<file path="src/rtl/gate_sched_pkg.sv">
// Shared types and helpers for the gate_op_scheduler block.
//   op_e        : 3-bit opcode of the shared bitwise logic unit
//   state_e     : IDLE -> EXEC -> RESP sequencing states
//   logic_eval  : evaluates one opcode over MAX_W-bit operands, returns {err, data}
//   calc_parity : XOR-reduction helper used by the optional parity output
package gate_sched_pkg;

    localparam int MAX_W = 32;

    typedef enum logic [2:0] {
        OP_AND     = 3'd0,
        OP_OR      = 3'd1,
        OP_NOT     = 3'd2,
        OP_NAND    = 3'd3,
        OP_NOR     = 3'd4,
        OP_XOR     = 3'd5,
        OP_XNOR    = 3'd6,
        OP_ILLEGAL = 3'd7
    } op_e;

    typedef enum logic [1:0] {
        IDLE = 2'd0,
        EXEC = 2'd1,
        RESP = 2'd2
    } state_e;

    // Callers zero-extend narrower operands and keep only the low bits they need.
    function automatic logic [MAX_W:0] logic_eval(input op_e op,
                                                  input logic [MAX_W-1:0] a,
                                                  input logic [MAX_W-1:0] b);
        logic [MAX_W:0] res;
        case (op)
            OP_AND:  res = {1'b0, a & b};
            OP_OR:   res = {1'b0, a | b};
            OP_NOT:  res = {1'b0, ~a};
            OP_NAND: res = {1'b0, ~(a & b)};
            OP_NOR:  res = {1'b0, ~(a | b)};
            OP_XOR:  res = {1'b0, a ^ b};
            OP_XNOR: res = {1'b0, ~(a ^ b)};
            default: res = {1'b1, {MAX_W{1'b0}}};
        endcase
        return res;
    endfunction

    function automatic logic calc_parity(input logic [MAX_W-1:0] d);
        return ^d;
    endfunction

endpackage

</file>
<file path="src/rtl/gate_op_scheduler_if.sv">
// Request/response bundle between NUM_REQ requesters, one response consumer
// and the gate_op_scheduler.
//   req_valid/req_ready : per-requester handshake (one bit per requester)
//   req_op/req_a/req_b  : packed per-requester opcode and operands
//   rsp_*               : held response with valid/ready
//   master modport      : requester/consumer side; slave modport: scheduler side
// With GATE_OP_SCHEDULER_PARITY_EN defined, rsp_parity and req_parity_chk are added.
interface gate_op_scheduler_if #(
    parameter int NUM_REQ = 4,
    parameter int DATA_W  = 8
);
    localparam int ID_W = $clog2(NUM_REQ);

    logic [NUM_REQ-1:0]        req_valid;
    logic [NUM_REQ-1:0]        req_ready;
    logic [3*NUM_REQ-1:0]      req_op;
    logic [DATA_W*NUM_REQ-1:0] req_a;
    logic [DATA_W*NUM_REQ-1:0] req_b;
    logic                      rsp_valid;
    logic                      rsp_ready;
    logic [ID_W-1:0]           rsp_id;
    logic [DATA_W-1:0]         rsp_data;
    logic                      rsp_err;
`ifdef GATE_OP_SCHEDULER_PARITY_EN
    logic                      rsp_parity;
    logic                      req_parity_chk;

    modport master (
        output req_valid, req_op, req_a, req_b, rsp_ready, req_parity_chk,
        input  req_ready, rsp_valid, rsp_id, rsp_data, rsp_err, rsp_parity
    );
    modport slave (
        input  req_valid, req_op, req_a, req_b, rsp_ready, req_parity_chk,
        output req_ready, rsp_valid, rsp_id, rsp_data, rsp_err, rsp_parity
    );
`else
    modport master (
        output req_valid, req_op, req_a, req_b, rsp_ready,
        input  req_ready, rsp_valid, rsp_id, rsp_data, rsp_err
    );
    modport slave (
        input  req_valid, req_op, req_a, req_b, rsp_ready,
        output req_ready, rsp_valid, rsp_id, rsp_data, rsp_err
    );
`endif
endinterface

</file>
<file path="src/rtl/gate_sched_rr_arb.sv">
// Combinational round-robin arbiter.
//   req       : request vector
//   ptr       : highest-priority index for this search
//   grant     : one-hot grant (all zero when no request)
//   grant_idx : index of the granted requester (0 when no request)
module gate_sched_rr_arb #(
    parameter int NUM_REQ = 4,
    parameter int ID_W    = $clog2(NUM_REQ)
) (
    input  logic [NUM_REQ-1:0] req,
    input  logic [ID_W-1:0]    ptr,
    output logic [NUM_REQ-1:0] grant,
    output logic [ID_W-1:0]    grant_idx
);

    logic            found_s;
    logic [ID_W-1:0] idx_s;

    // Scan from ptr upward with wrap; the first asserted request wins.
    always_comb begin
        grant     = '0;
        grant_idx = '0;
        found_s   = 1'b0;
        idx_s     = '0;
        for (int k = 0; k < NUM_REQ; k++) begin
            idx_s = ID_W'((int'(ptr) + k) % NUM_REQ);
            if (!found_s && req[idx_s]) begin
                found_s      = 1'b1;
                grant[idx_s] = 1'b1;
                grant_idx    = idx_s;
            end else begin
                found_s = found_s;
            end
        end
    end

endmodule

</file>
<file path="src/rtl/gate_op_scheduler.sv">
// Sequences one shared bitwise logic unit between NUM_REQ requesters:
// round-robin accept in IDLE, one registered EXEC cycle, then a held RESP.
//   clk  : rising-edge clock
//   rst  : synchronous active-high reset
//   bus  : gate_op_scheduler_if slave modport (requests and response)
//   busy : high in EXEC or RESP
// Optional macro GATE_OP_SCHEDULER_PARITY_EN adds rsp_parity (XOR of rsp_data).
module gate_op_scheduler
    import gate_sched_pkg::*;
#(
    parameter int NUM_REQ = 4,
    parameter int DATA_W  = 8
) (
    input  logic                clk,
    input  logic                rst,
    gate_op_scheduler_if.slave  bus,
    output logic                busy
);

    localparam int ID_W = $clog2(NUM_REQ);

    state_e              state_r, state_s;
    logic [NUM_REQ-1:0]  grant_s;
    logic [ID_W-1:0]     grant_idx_s;
    logic [ID_W-1:0]     ptr_r, id_r, ptr_next_s;
    logic [2:0]          op_r, sel_op_s;
    logic [DATA_W-1:0]   a_r, b_r, sel_a_s, sel_b_s;
    logic [DATA_W-1:0]   data_r, data_s;
    logic                err_r, err_s;
    logic                accept_s;
`ifdef GATE_OP_SCHEDULER_PARITY_EN
    logic                parity_r;
`endif

    gate_sched_rr_arb #(.NUM_REQ(NUM_REQ), .ID_W(ID_W)) u_arb (
        .req       (bus.req_valid),
        .ptr       (ptr_r),
        .grant     (grant_s),
        .grant_idx (grant_idx_s)
    );

    // Next-state decode; accept_s marks the request handshake edge.
    always_comb begin
        state_s  = state_r;
        accept_s = 1'b0;
        case (state_r)
            IDLE: begin
                if (|bus.req_valid) begin
                    state_s  = EXEC;
                    accept_s = 1'b1;
                end else begin
                    state_s = IDLE;
                end
            end
            EXEC: state_s = RESP;
            RESP: begin
                if (bus.rsp_ready) begin
                    state_s = IDLE;
                end else begin
                    state_s = RESP;
                end
            end
            default: state_s = IDLE;
        endcase
    end

    // Mux the granted requester's opcode and operands.
    always_comb begin
        sel_op_s = '0;
        sel_a_s  = '0;
        sel_b_s  = '0;
        for (int k = 0; k < NUM_REQ; k++) begin
            if (grant_idx_s == ID_W'(k)) begin
                sel_op_s = bus.req_op[3*k +: 3];
                sel_a_s  = bus.req_a[DATA_W*k +: DATA_W];
                sel_b_s  = bus.req_b[DATA_W*k +: DATA_W];
            end else begin
                sel_op_s = sel_op_s;
            end
        end
    end

    // Evaluate the latched operation; only the low DATA_W bits are meaningful.
    always_comb begin
        data_s = DATA_W'(logic_eval(op_e'(op_r), MAX_W'(a_r), MAX_W'(b_r)));
        err_s  = 1'(logic_eval(op_e'(op_r), MAX_W'(a_r), MAX_W'(b_r)) >> MAX_W);
    end

    // Pointer moves just past the served requester.
    always_comb begin
        if (id_r == ID_W'(NUM_REQ - 1)) begin
            ptr_next_s = '0;
        end else begin
            ptr_next_s = id_r + ID_W'(1);
        end
    end

    // State, latched request and result registers.
    always_ff @(posedge clk) begin
        if (rst) begin
            state_r  <= IDLE;
            ptr_r    <= '0;
            id_r     <= '0;
            op_r     <= '0;
            a_r      <= '0;
            b_r      <= '0;
            data_r   <= '0;
            err_r    <= 1'b0;
`ifdef GATE_OP_SCHEDULER_PARITY_EN
            parity_r <= 1'b0;
`endif
        end else begin
            state_r <= state_s;
            if (accept_s) begin
                op_r <= sel_op_s;
                a_r  <= sel_a_s;
                b_r  <= sel_b_s;
                id_r <= grant_idx_s;
            end
            if (state_r == EXEC) begin
                data_r   <= data_s;
                err_r    <= err_s;
`ifdef GATE_OP_SCHEDULER_PARITY_EN
                parity_r <= calc_parity(MAX_W'(data_s));
`endif
            end
            if (state_r == RESP && bus.rsp_ready) begin
                ptr_r <= ptr_next_s;
            end
        end
    end

    assign bus.req_ready = (state_r == IDLE) ? grant_s : '0;
    assign bus.rsp_valid = (state_r == RESP);
    assign bus.rsp_id    = id_r;
    assign bus.rsp_data  = data_r;
    assign bus.rsp_err   = err_r;
    assign busy          = (state_r != IDLE);
`ifdef GATE_OP_SCHEDULER_PARITY_EN
    assign bus.rsp_parity = parity_r;
`endif

endmodule

</file>
<file path="src/flat_wrapper.sv">
// flat-port wrapper written by rule: the top's interface ports become plain ports
module gate_op_scheduler_flat import gate_sched_pkg::*;
#(
    parameter int NUM_REQ = 4,
    parameter int DATA_W  = 8
)
  (clk, rst, busy, bus_req_valid, bus_req_op, bus_req_a, bus_req_b, bus_rsp_ready, bus_req_ready, bus_rsp_valid, bus_rsp_id, bus_rsp_data, bus_rsp_err);
  gate_op_scheduler_if #(.NUM_REQ(NUM_REQ), .DATA_W(DATA_W)) bus_i ();
  input  logic clk;
  input  logic rst;
  output logic busy;
  input wire logic [$bits(bus_i.req_valid)-1:0] bus_req_valid;
  input wire logic [$bits(bus_i.req_op)-1:0] bus_req_op;
  input wire logic [$bits(bus_i.req_a)-1:0] bus_req_a;
  input wire logic [$bits(bus_i.req_b)-1:0] bus_req_b;
  input wire logic [$bits(bus_i.rsp_ready)-1:0] bus_rsp_ready;
  output wire logic [$bits(bus_i.req_ready)-1:0] bus_req_ready;
  output wire logic [$bits(bus_i.rsp_valid)-1:0] bus_rsp_valid;
  output wire logic [$bits(bus_i.rsp_id)-1:0] bus_rsp_id;
  output wire logic [$bits(bus_i.rsp_data)-1:0] bus_rsp_data;
  output wire logic [$bits(bus_i.rsp_err)-1:0] bus_rsp_err;
  assign bus_i.req_valid = bus_req_valid;
  assign bus_i.req_op = bus_req_op;
  assign bus_i.req_a = bus_req_a;
  assign bus_i.req_b = bus_req_b;
  assign bus_i.rsp_ready = bus_rsp_ready;
  assign bus_req_ready = bus_i.req_ready;
  assign bus_rsp_valid = bus_i.rsp_valid;
  assign bus_rsp_id = bus_i.rsp_id;
  assign bus_rsp_data = bus_i.rsp_data;
  assign bus_rsp_err = bus_i.rsp_err;
  gate_op_scheduler #(.NUM_REQ(NUM_REQ), .DATA_W(DATA_W)) u_core (.clk(clk), .rst(rst), .bus(bus_i), .busy(busy));
endmodule
</file>
<file path="config.mk">
export PLATFORM = sky130hd
export DESIGN_NAME = gate_op_scheduler_flat
export DESIGN_NICKNAME = d
export VERILOG_FILES = /design/src/rtl/gate_sched_pkg.sv /design/src/rtl/gate_op_scheduler_if.sv /design/src/rtl/gate_sched_rr_arb.sv /design/src/rtl/gate_op_scheduler.sv /design/src/flat_wrapper.sv
export SDC_FILE = /design/constraint.sdc
export NUM_CORES = 1
export LEC_CHECK = 0
export CORE_UTILIZATION = 49
export CTS_CLUSTER_DIAMETER = 100
export DETAILED_ROUTE_END_ITERATION = 6
export GPL_TIMING_DRIVEN = 0
export MAX_ROUTING_LAYER = met4
export PLACE_DENSITY = 0.8
export SYNTH_ARGS = -nofsm -noshare
export SYNTH_HDL_FRONTEND = slang
export SYNTH_SLANG_ARGS = --single-unit
</file>
<file path="constraint.sdc">
create_clock -name clk -period 4.3 [get_ports clk]
set_input_delay 0.43 -clock clk [delete_from_list [all_inputs] [get_ports clk]]
set_output_delay 0.43 -clock clk [all_outputs]
set_load 0.01 [all_outputs]
</file>
==> report_table.html, run 1 <==
<table>
<tr><th>Metric</th><th>Value</th></tr>
<tr><th colspan="2">Detailed routing</th></tr>
<tr><td>Residual DRC</td><td>0</td></tr>
<tr><td>Routed wire length</td><td>13.70 mm</td></tr>
<tr><td>First-pass DRT Iterations</td><td>7</td></tr>
<tr><td>Drt first-iter violations</td><td>379</td></tr>
<tr><td>Remaining number of nets flagged by the antenna check after routing</td><td>0</td></tr>
<tr><td>Vias per Instance</td><td>6.216</td></tr>
<tr><td>Number of vias in the routed layout</td><td>4805</td></tr>
<tr><td>Routed wirelength normalized by instance count</td><td>17.72 um</td></tr>
<tr><th colspan="2">Critical path</th></tr>
<tr><td>Worst path required time</td><td>3.87 ns</td></tr>
<tr><td>CP Max Fanout</td><td>16</td></tr>
<tr><td>Critical Path Start Type</td><td>flip-flop</td></tr>
<tr><td>Worst r2r src</td><td>u_core.ptr_r[0]</td></tr>
<tr><td>Type of the worst setup path</td><td>flip-flop to primary output</td></tr>
<tr><td>Data arrival time of the critical path</td><td>3.77 ns</td></tr>
<tr><td>Critical path startpoint</td><td>u_core.ptr_r[0]</td></tr>
<tr><td>Critical Path Sink Type</td><td>primary output</td></tr>
<tr><th colspan="2">Die</th></tr>
<tr><td>Number of rows created at floorplan</td><td>33</td></tr>
<tr><td>Starting Density</td><td>50.97%</td></tr>
<tr><td>Die Area</td><td>9009 um2</td></tr>
<tr><td>Overall die height</td><td>94.92 um</td></tr>
<tr><td>Width of the die</td><td>94.92 um</td></tr>
<tr><td>Placeable core region</td><td>8299 um2</td></tr>
<tr><td>Ports</td><td>100</td></tr>
<tr><th colspan="2">Timing</th></tr>
<tr><td>Crit path time final</td><td>4.202 ns</td></tr>
<tr><td>Tightest slew margin relative to the limit</td><td>30.78%</td></tr>
<tr><td>Hold Slack</td><td>0.4566 ns</td></tr>
<tr><td>Part of the cycle the worst path needs</td><td>97.72%</td></tr>
<tr><td>Final clock skew</td><td>0.009825 ns</td></tr>
<tr><td>Slew Viols, Final</td><td>0</td></tr>
<tr><td>Number of setup violations in the final report</td><td>0</td></tr>
<tr><td>Slew at the pin closest to its max-slew limit</td><td>1.009 ns</td></tr>
<tr><td>Maximum achievable frequency</td><td>238.0 MHz</td></tr>
<tr><td>Final setup TNS</td><td>0 ns</td></tr>
<tr><td>Final hold vios</td><td>0</td></tr>
<tr><th colspan="2">Synthesis</th></tr>
<tr><td>Async SR Flop Fraction</td><td>0%</td></tr>
<tr><td>Avg Inst Size Synth</td><td>7.514 um2</td></tr>
<tr><td>Syn Std Cell Area</td><td>4230 um2</td></tr>
<tr><td>Number of enable-type register cells in the synthesized netlist</td><td>0</td></tr>
<tr><td>Number of warnings issued by yosys</td><td>0</td></tr>
<tr><td>Post-synthesis instance total</td><td>563</td></tr>
<tr><td>Commonest cells post-synth</td><td>63 x nand2_1, 42 x nor2_1, 41 x nor3_1, 34 x dfxtp_1, 32 x a21oi_1</td></tr>
<tr><td>Most common cell in the synthesized netlist</td><td>nand2_1</td></tr>
<tr><td>Number of library cell types mapped by synthesis</td><td>57</td></tr>
<tr><td>Dominant cells by area after synthesis</td><td>dfxtp_1 16%, ha_1 7.4%, a2111oi_2 6.7%, mux2_2 6.1%, nand2_1 5.6%</td></tr>
<tr><td>Syn Nets</td><td>671</td></tr>
<tr><td>Share of the yosys chip area belonging to registers</td><td>16.09%</td></tr>
<tr><td>FF+latch count, synth</td><td>34</td></tr>
<tr><td>Cell taking the most area after synthesis</td><td>dfxtp_1</td></tr>
<tr><td>Dominant synthesized flop cell</td><td>dfxtp_1</td></tr>
<tr><td>Top cell type's share of synthesized area</td><td>16.09%</td></tr>
<tr><th colspan="2">Min path</th></tr>
<tr><td>Worst Min Path Start</td><td>u_core.bus.rsp_data[5]</td></tr>
<tr><td>Hold WC Path Type</td><td>flip-flop to flip-flop</td></tr>
<tr><th colspan="2">Pwr</th></tr>
<tr><td>Part of the power in the clock network</td><td>24.3%</td></tr>
<tr><td>Register share of total power</td><td>26.7%</td></tr>
<tr><td>Internal</td><td>0.9498 mW</td></tr>
<tr><td>Reported leakage power</td><td>2.023 nW</td></tr>
<tr><td>Switch share</td><td>37.02%</td></tr>
<tr><td>Combinational power share</td><td>48.9%</td></tr>
<tr><td>Worst VDD drop</td><td>0.1372 mV</td></tr>
<tr><td>Power Dens Cells</td><td>273.2 nW/um2</td></tr>
<tr><td>Net load switching power</td><td>0.5583 mW</td></tr>
<tr><th colspan="2">Clock network</th></tr>
<tr><td>Number of buffers added to fix hold violations after cts</td><td>0</td></tr>
<tr><td>TritonCTS clock tree</td><td>yes</td></tr>
<tr><td>Max Buffers Root-to-Sink</td><td>2</td></tr>
<tr><td>Buffer type at the clock tree root</td><td>clkbuf_8</td></tr>
<tr><td>Clock latency reported for the late side of the worst-skew pair</td><td>0.28 ns</td></tr>
<tr><td>Sinks on Clock Net</td><td>34</td></tr>
<tr><td>Clock transition at the register clock pins on the worst setup and hold paths after CTS</td><td>0.07 ns</td></tr>
<tr><td>Cts bufs inserted</td><td>5</td></tr>
<tr><td>Number of H-tree levels</td><td>2</td></tr>
<tr><th colspan="2">Status</th></tr>
<tr><td>Outcome</td><td>finished, final reports clean</td></tr>
<tr><th colspan="2">Global route</th></tr>
<tr><td>Global-route layer with the greatest usage</td><td>met2</td></tr>
<tr><td>Largest net degree at the start of global routing</td><td>17</td></tr>
<tr><td>Met3 GRT Util</td><td>2.415%</td></tr>
<tr><td>Via count of the first global-routing pass</td><td>4397</td></tr>
<tr><td>Grt met2 use</td><td>50.12%</td></tr>
<tr><td>Global-route wire length before repair</td><td>21.65 mm</td></tr>
<tr><td>Number of antenna violations at the first check in global routing</td><td>0</td></tr>
<tr><td>Global-route congestion overflow total</td><td>0</td></tr>
<tr><td>GR Layer Usage met1</td><td>41.32%</td></tr>
<tr><td>GRT Total Usage</td><td>31.06%</td></tr>
<tr><th colspan="2">Flow run</th></tr>
<tr><td>Count of maximum capacitance violations</td><td>0</td></tr>
<tr><th colspan="2">Finish</th></tr>
<tr><td>Fill cell total of the finished layout</td><td>683</td></tr>
<tr><td>Number of diodes added for antenna fixing</td><td>0</td></tr>
<tr><td>Proportion of layout cells with a drive suffix above 1</td><td>13.17%</td></tr>
<tr><td>Final layout net count</td><td>775</td></tr>
<tr><td>Area added between synthesis and finish</td><td>30.46%</td></tr>
<tr><th colspan="2">Placement</th></tr>
<tr><td>Total of buffers placed on input and output ports</td><td>97</td></tr>
<tr><td>Final Wtd Congestion</td><td>0.9505</td></tr>
<tr><td>Post-detailed-placement half-perimeter wirelength</td><td>10.60 mm</td></tr>
</table>
==> per-layer routing <==
layer / share of wire, % / routed length [um]
met1: 43 / 5902
met2: 47 / 6483
met3: 7.4 / 1019
met4: 2.2 / 295
met5: 0 / 0
==> layout by cell type, fill, tap and decap left out, types with 3 or more instances in the layout <==
cell type,n
a2111oi_2,19
a21oi_1,32
a221oi_1,4
a22o_1,19
a22oi_1,10
a32oi_1,5
and2_1,18
and3_1,20
buf_1,3
buf_2,11
buf_6,4
clkbuf_1,27
clkbuf_8,7
clkdlybuf4s50_1,95
dfxtp_1,33
ha_1,25
inv_1,20
mux2_2,23
mux2i_1,11
mux4_2,3
nand2_1,63
nand2b_1,16
nor2_1,42
nor2b_1,3
nor3_1,41
nor4_1,19
o211ai_1,19
o21ai_0,21
o22a_1,3
o22ai_1,6
==> power groups by stage <==
stage | sequential, mW | clock (mW) | combinational (mW)
2_1_floorplan | 0.401 | 0 | 0.470
3_3_place_gp | 0.407 | 0 | 0.700
3_5_place_dp | 0.410 | 0 | 0.721
4_1_cts | 0.403 | 0.369 | 0.724
5_1_grt | 0.409 | 0.384 | 0.802
6_report | 0.403 | 0.367 | 0.738
==> per-stage QoR <==
step	worst slack, ns	cells	util (%)	area [um2]	total power [mW]
after global routing	-0.03131	773	66.50	5519	1.595
after detailed placement	-0.2012	765	64.25	5333	1.131
after global placement	-0.1585	765	64.25	5333	1.108
final	0.09785	773	66.50	5519	1.508
after floorplan	0.8638	563	-	4230	0.8713
after CTS	0.1191	772	66.12	5488	1.496
==> critical path: stages, from the launching register on <==
cell,delay (ns)
dfxtp_4,0.40
buf_12,0.16
inv_1,0.06
clkbuf_4,0.21
clkbuf_8,0.20
ha_1,0.34
clkbuf_4,0.21
or3b_2,0.49
a211oi_2,0.21
a41oi_1,0.09
o22ai_2,0.30
a221oi_1,0.15
nor2_1,0.11
clkdlybuf4s50_1,0.54
==> flip-flops by register name, summed over array words and instances (netlist names) <==
| name | flops |
|---|---|
| u_core.bus.rsp_err | 1 |
| u_core.ptr_r | 2 |
| u_core.op_r | 3 |
| u_core.bus.rsp_id | 2 |
| u_core.bus.rsp_data | 8 |
| u_core.b_r | 8 |
| u_core.a_r | 8 |
| u_core.state_r | 2 |
==> logic make-up (layout without fill, tap and decap cells) <==
logic type | after synthesis | in the layout | share of synthesized area (%)
multiplexers | 39 | 39 | 10.85
AO/OA/AOI/OAI | 156 | 156 | 29.16
buffers and inverters | 71 | 176 | 7.690
AND/OR/NAND/NOR | 238 | 238 | 28.81
adder cells (fa/ha/maj) | 25 | 25 | 7.394
flip-flops | 34 | 34 | 16.09
==> timing repair <==
item | CTS | global route
buffers inserted | 0 | 1
setup endpoints to repair | 14 | 4
pin swaps | 1 | 1
resized for setup | 6 | 7
==> worst paths after layout <==
path                            end  slack [ns]  cells past startpoint
max                bus_req_ready[1]         0.1                     13
min          u_core.bus.rsp_data[5]        0.46                      2
max reg2reg           u_core.b_r[4]        0.39                     13
min reg2reg  u_core.bus.rsp_data[5]        0.46                      2
==> final cells by class <==
cell class / instances / area [um2] / share of cell area, %
Buffer: 50 / 266.5 / 4.829
Clock buffer: 6 / 82.58 / 1.496
Tap cell: 105 / 131.4 / 2.380
Multi-Input combinational cell: 458 / 3236 / 58.63
Inverter: 20 / 75.07 / 1.360
Timing Repair Buffer: 98 / 983.4 / 17.82
Clock inverter: 2 / 60.06 / 1.088
Sequential cell: 34 / 684.4 / 12.40
No activity file was read; power rests on OpenSTA's default activity.
==> run 2: changes to the inputs <==
--- a/config.mk
+++ b/config.mk
@@ -5,12 +5,12 @@
 export SDC_FILE = /design/constraint.sdc
 export NUM_CORES = 1
 export LEC_CHECK = 0
-export CORE_UTILIZATION = 49
+export CORE_UTILIZATION = 46
 export CTS_CLUSTER_DIAMETER = 100
 export DETAILED_ROUTE_END_ITERATION = 6
-export GPL_TIMING_DRIVEN = 0
 export MAX_ROUTING_LAYER = met4
-export PLACE_DENSITY = 0.8
+export PLACE_DENSITY = 0.83
 export SYNTH_ARGS = -nofsm -noshare
 export SYNTH_HDL_FRONTEND = slang
+export SYNTH_HIERARCHICAL = 1
 export SYNTH_SLANG_ARGS = --single-unit
==> run 2 against run 1 <==
- highest routed layer unchanged
- flip-flop and latch count stayed put
- via count is 44% lower
- register-to-register slack better by 0.47 ns
- hold slack better by 0.018 ns
- area after synthesis is 33% lower
- sequential power is 3% lower
- global-route usage is 7.5 points lower
- fmax is 21% higher
- critical endpoint unchanged
- clock power is 34% lower
- routed wire length is 48% lower
==> report_table.html, run 2 <==
<table>
<tr><th>Metric</th><th>Value</th></tr>
<tr><th colspan="2">Finish</th></tr>
<tr><td>Area occupied by multi-input gates</td><td>1947 um2 (-40%)</td></tr>
<tr><td>FF/Latch Area</td><td>680.7 um2 (-0.55%)</td></tr>
<tr><td>Proportion of layout cells with a drive suffix above 1</td><td>10.12% (-3.1 points)</td></tr>
<tr><td>Number of diodes added for antenna fixing</td><td>0 (unchanged)</td></tr>
<tr><td>Fill cell total of the finished layout</td><td>489 (-28%)</td></tr>
<tr><td>Area added between synthesis and finish</td><td>40.05%</td></tr>
<tr><td>Leading cell types in the layout, fill and taps excluded</td><td>99 x clkdlybuf4s50_1, 48 x nand2_1, 34 x dfxtp_1</td></tr>
<tr><td>Most common cell after layout, fill and taps aside</td><td>clkdlybuf4s50_1</td></tr>
<tr><td>Final Cell Area</td><td>3946 um2 (-28%)</td></tr>
<tr><td>Final layout net count</td><td>509 (-34%)</td></tr>
<tr><th colspan="2">Synthesis</th></tr>
<tr><td>Dominant synthesized flop cell</td><td>dfxtp_1</td></tr>
<tr><td>Cell taking the most area after synthesis</td><td>dfxtp_1</td></tr>
<tr><td>Commonest cells post-synth</td><td>48 x nand2_1, 34 x dfxtp_1, 28 x inv_1, 24 x a21oi_1, 23 x mux4_2</td></tr>
<tr><td>Dominant cells by area after synthesis</td><td>dfxtp_1 24%, mux4_2 18%, ha_1 9.8%, nand2_1 6.4%, mux2i_1 6.0%</td></tr>
<tr><td>Most common cell in the synthesized netlist</td><td>nand2_1</td></tr>
<tr><td>Number of warnings issued by yosys</td><td>6 (+6)</td></tr>
<tr><td>Number of library cell types mapped by synthesis</td><td>39 (-32%)</td></tr>
<tr><td>Top cell type's share of synthesized area</td><td>24.16% (+8.1 points)</td></tr>
<tr><td>Syn Nets</td><td>419 (-38%)</td></tr>
<tr><td>Share of the yosys chip area belonging to registers</td><td>24.16% (+8.1 points)</td></tr>
<tr><td>Post-synthesis instance total</td><td>314 (-44%)</td></tr>
<tr><td>Syn Std Cell Area</td><td>2818 um2 (-33%)</td></tr>
<tr><td>Avg Inst Size Synth</td><td>8.974 um2 (+19%)</td></tr>
<tr><td>FF+latch count, synth</td><td>34 (unchanged)</td></tr>
<tr><td>Number of enable-type register cells in the synthesized netlist</td><td>0 (unchanged)</td></tr>
<tr><td>Async SR Flop Fraction</td><td>0% (unchanged)</td></tr>
<tr><th colspan="2">Detailed routing</th></tr>
<tr><td>Remaining number of nets flagged by the antenna check after routing</td><td>0 (unchanged)</td></tr>
<tr><td>Number of vias in the routed layout</td><td>2700 (-44%)</td></tr>
<tr><td>Residual DRC</td><td>0 (unchanged)</td></tr>
<tr><td>Routed wire length</td><td>7.088 mm (-48%)</td></tr>
<tr><td>Vias per Instance</td><td>5.625 (-9.5%)</td></tr>
<tr><td>First-pass DRT Iterations</td><td>5 (-2)</td></tr>
<tr><td>Routed wirelength normalized by instance count</td><td>14.77 um (-17%)</td></tr>
<tr><td>Drt first-iter violations</td><td>153 (-60%)</td></tr>
<tr><th colspan="2">Die</th></tr>
<tr><td>Die Area</td><td>6442 um2 (-28%)</td></tr>
<tr><td>Ports</td><td>100 (unchanged)</td></tr>
<tr><td>Width of the die</td><td>80.27 um (-15%)</td></tr>
<tr><td>Starting Density</td><td>47.59% (-3.4 points)</td></tr>
<tr><td>Placeable core region</td><td>5921 um2 (-29%)</td></tr>
<tr><td>Overall die height</td><td>80.27 um (-15%)</td></tr>
<tr><td>Number of rows created at floorplan</td><td>28 (-15%)</td></tr>
<tr><th colspan="2">Critical path</th></tr>
<tr><td>Delay contributed by the slowest stage of the critical path</td><td>0.53 ns (about the same)</td></tr>
<tr><td>Register-to-register path setup slack</td><td>0.86 ns (+0.47 ns)</td></tr>
<tr><td>Data arrival time of the critical path</td><td>3.04 ns (-0.73 ns)</td></tr>
<tr><td>Number of cell instances on the worst register-to-register path</td><td>11 (-2)</td></tr>
<tr><td>Cell breakdown of the critical path</td><td>buf_4, inv_1, ha_1, mux4_2, nor4b_4, a22oi_1, o21ai_0, and2_1, clkdlybuf4s50_1</td></tr>
<tr><td>Largest delay contributor family on the critical path</td><td>buffers and inverters</td></tr>
<tr><td>Type of the worst setup path</td><td>flip-flop to primary output</td></tr>
<tr><td>Slowest stage cell on the critical path</td><td>clkdlybuf4s50_1</td></tr>
<tr><td>Worst r2r src</td><td>u_core/ptr_r[1]</td></tr>
<tr><td>End of the worst register-to-register path</td><td>u_core/a_r[1]</td></tr>
<tr><td>Critical path buffer and inverter count</td><td>3 (-3)</td></tr>
<tr><td>Worst path required time</td><td>3.87 ns (about the same)</td></tr>
<tr><td>Critical Path Start Type</td><td>flip-flop</td></tr>
<tr><td>CP Max Fanout</td><td>12 (-4)</td></tr>
<tr><td>Critical Path Sink Type</td><td>primary output</td></tr>
<tr><th colspan="2">Min path</th></tr>
<tr><td>Worst Hold End</td><td>u_core/bus.rsp_data[7]</td></tr>
<tr><td>Hold Crit Depth</td><td>1 (-1)</td></tr>
<tr><td>Worst Min Path Start</td><td>u_core/bus.rsp_data[7]</td></tr>
<tr><td>Hold WC Path Type</td><td>flip-flop to flip-flop</td></tr>
<tr><th colspan="2">Global route</th></tr>
<tr><td>Global-route layer with the greatest usage</td><td>met2</td></tr>
<tr><td>Largest net degree at the start of global routing</td><td>29 (+12)</td></tr>
<tr><td>Number of antenna violations at the first check in global routing</td><td>0 (unchanged)</td></tr>
<tr><td>GR Layer Usage met1</td><td>28.44% (-13 points)</td></tr>
<tr><td>Via count of the first global-routing pass</td><td>2579 (-41%)</td></tr>
<tr><td>Global-route congestion overflow total</td><td>0 (unchanged)</td></tr>
<tr><td>Global-route wire length before repair</td><td>11.51 mm (-47%)</td></tr>
<tr><td>GRT Total Usage</td><td>23.59% (-7.5 points)</td></tr>
<tr><td>Met3 GRT Util</td><td>4.205% (+1.8 points)</td></tr>
<tr><td>Grt met2 use</td><td>40.68% (-9.4 points)</td></tr>
<tr><th colspan="2">Timing</th></tr>
<tr><td>Final hold vios</td><td>0 (unchanged)</td></tr>
<tr><td>Crit path time final</td><td>3.475 ns (-0.7272 ns)</td></tr>
<tr><td>Final clock skew</td><td>0.007311 ns (-0.002514 ns)</td></tr>
<tr><td>Tightest slew margin relative to the limit</td><td>18.43% (-12 points)</td></tr>
<tr><td>Maximum achievable frequency</td><td>287.8 MHz (+21%)</td></tr>
<tr><td>Slew Viols, Final</td><td>0 (unchanged)</td></tr>
<tr><td>Final setup TNS</td><td>0 ns (unchanged)</td></tr>
<tr><td>Part of the cycle the worst path needs</td><td>80.81% (-17 points)</td></tr>
<tr><td>Setup repair after global routing missed its margin</td><td>no</td></tr>
<tr><td>Slew at the pin closest to its max-slew limit</td><td>1.217 ns (+0.2075 ns)</td></tr>
<tr><td>Number of setup violations in the final report</td><td>0 (unchanged)</td></tr>
<tr><th colspan="2">Flow run</th></tr>
<tr><td>Count of maximum capacitance violations</td><td>0 (unchanged)</td></tr>
<tr><th colspan="2">Pwr</th></tr>
<tr><td>Worst VDD drop</td><td>0.1792 mV (+31%)</td></tr>
<tr><td>Switch share</td><td>33.52% (-3.5 points)</td></tr>
<tr><td>Combinational power share</td><td>43.5% (-5.4 points)</td></tr>
<tr><td>Part of the power in the clock network</td><td>21.7% (-2.6 points)</td></tr>
<tr><td>Power Dens Cells</td><td>284.6 nW/um2 (+4.1%)</td></tr>
<tr><td>Register share of total power</td><td>34.8% (+8.1 points)</td></tr>
<tr><td>Internal</td><td>0.7465 mW (-21%)</td></tr>
<tr><td>Post-route total power</td><td>1.123 mW (-26%)</td></tr>
<tr><td>Reported leakage power</td><td>1.499 nW (-26%)</td></tr>
<tr><td>Net load switching power</td><td>0.3764 mW (-33%)</td></tr>
<tr><th colspan="2">Clock network</th></tr>
<tr><td>Number of H-tree levels</td><td>2 (unchanged)</td></tr>
<tr><td>Buffer type at the clock tree root</td><td>clkbuf_8</td></tr>
<tr><td>Cts bufs inserted</td><td>5 (unchanged)</td></tr>
<tr><td>Clock latency reported for the late side of the worst-skew pair</td><td>0.28 ns (about the same)</td></tr>
<tr><td>TritonCTS clock tree</td><td>yes</td></tr>
<tr><td>Clock transition at the register clock pins on the worst setup and hold paths after CTS</td><td>0.07 ns (about the same)</td></tr>
<tr><td>CTS-repair resized insts</td><td>0 (-6)</td></tr>
<tr><td>Max Buffers Root-to-Sink</td><td>2 (unchanged)</td></tr>
<tr><td>Postcts setup bufs</td><td>0 (unchanged)</td></tr>
<tr><td>Number of buffers added to fix hold violations after cts</td><td>0 (unchanged)</td></tr>
<tr><td>Sinks on Clock Net</td><td>34 (unchanged)</td></tr>
<tr><th colspan="2">Placement</th></tr>
<tr><td>Post-detailed-placement half-perimeter wirelength</td><td>5.668 mm (-47%)</td></tr>
<tr><td>Standard cell area after detailed placement</td><td>3855 um2 (-28%)</td></tr>
<tr><td>Total of buffers placed on input and output ports</td><td>99 (+2.1%)</td></tr>
<tr><td>Final Wtd Congestion</td><td>0.8852 (-6.9%)</td></tr>
<tr><th colspan="2">Status</th></tr>
<tr><td>Outcome</td><td>finished, final reports clean</td></tr>
</table>
-- run 2: changes by cell type after synthesis, sizes merged, moves of 13 or more --
cell     previous run  this run
nor3               42         3
nor4               19         1
o21ai              22         8
a2111oi            21         0
nand2              63        48
nor2               44        17
and2               18         5
mux4                3        23
mux2               25         1
and3               20         1
clkbuf             29         9
-- run 2: layout make-up --
class / instances / share of cell area [%]
inverter: 28 / 2.663
timing repair buffer: 104 / 26.06
sequential: 34 / 17.25
clock buffer: 7 / 2.188
tap: 75 / 2.378
multi-input combinational: 231 / 49.33
clock inverter: 1 / 0.1268
-- run 2: logic make-up after synthesis --
kind of cell	count (synthesis)	share of synthesized area (%)
AND/OR/NAND/NOR	92	15.54
buffers and inverters	49	7.415
adder cells (fa/ha/maj)	22	9.769
flip-flops	34	24.16
AO/OA/AOI/OAI	76	18.30
multiplexers	41	24.82
-- run 2: through the flow --
stage / worst slack [ns] / utilization, % / instances / hold WS, ns
after floorplan: 1.262 / - / 314 / 0.4530
after global placement: 0.8180 / 65.11 / 472 / 0.4572
after detailed placement: 0.7323 / 65.11 / 472 / 0.4609
after CTS: 0.8649 / 66.65 / 480 / 0.4766
after global routing: 0.6658 / 66.65 / 480 / 0.4872
final: 0.8250 / 66.65 / 480 / 0.4746
-- run 2: worst max path at each step --
stage | from | end | slack, ns | cells past startpoint
CTS | u_core/ptr_r[1] | bus_req_ready[2] | 0.86 | 9
finish | u_core/ptr_r[1] | bus_req_ready[1] | 0.83 | 9
floorplan | u_core/ptr_r[0] | u_core/b_r[0] | 1.26 | 11
global route | u_core/ptr_r[1] | bus_req_ready[3] | 0.67 | 9
global placement | bus_req_valid[2] | u_core/a_r[0] | 0.82 | 9
detailed placement | bus_req_valid[2] | u_core/a_r[1] | 0.73 | 9
-- run 2: power by group through the flow --
stage	logic [mW]	clock network (mW)	registers, mW
after floorplan	0.326	0	0.387
after global placement	0.471	0	0.395
after detailed placement	0.487	0	0.397
after CTS	0.490	0.250	0.390
after global routing	0.537	0.265	0.396
final	0.489	0.244	0.390
-- run 2: worst reg2reg max path: stages, from the launching register on --
cell     delay, ns
dfxtp_1       0.31
buf_4         0.18
inv_1         0.11
ha_1          0.40
mux4_2        0.45
nor2b_1       0.34
o21ai_0       0.22
o31ai_4       0.18
buf_4         0.37
mux4_2        0.55
nand2_1       0.09
a21oi_1       0.07
-- run 2: metal layers --
layer / vias to the layer above / part of all wire (%) / wire length [um]
met4: 0 / 0.92 / 65
met1: 1260 / 42 / 2969
met2: 110 / 50 / 3561
met5: - / 0 / 0
met3: 8 / 6.9 / 491
li1: 1322 / - / -
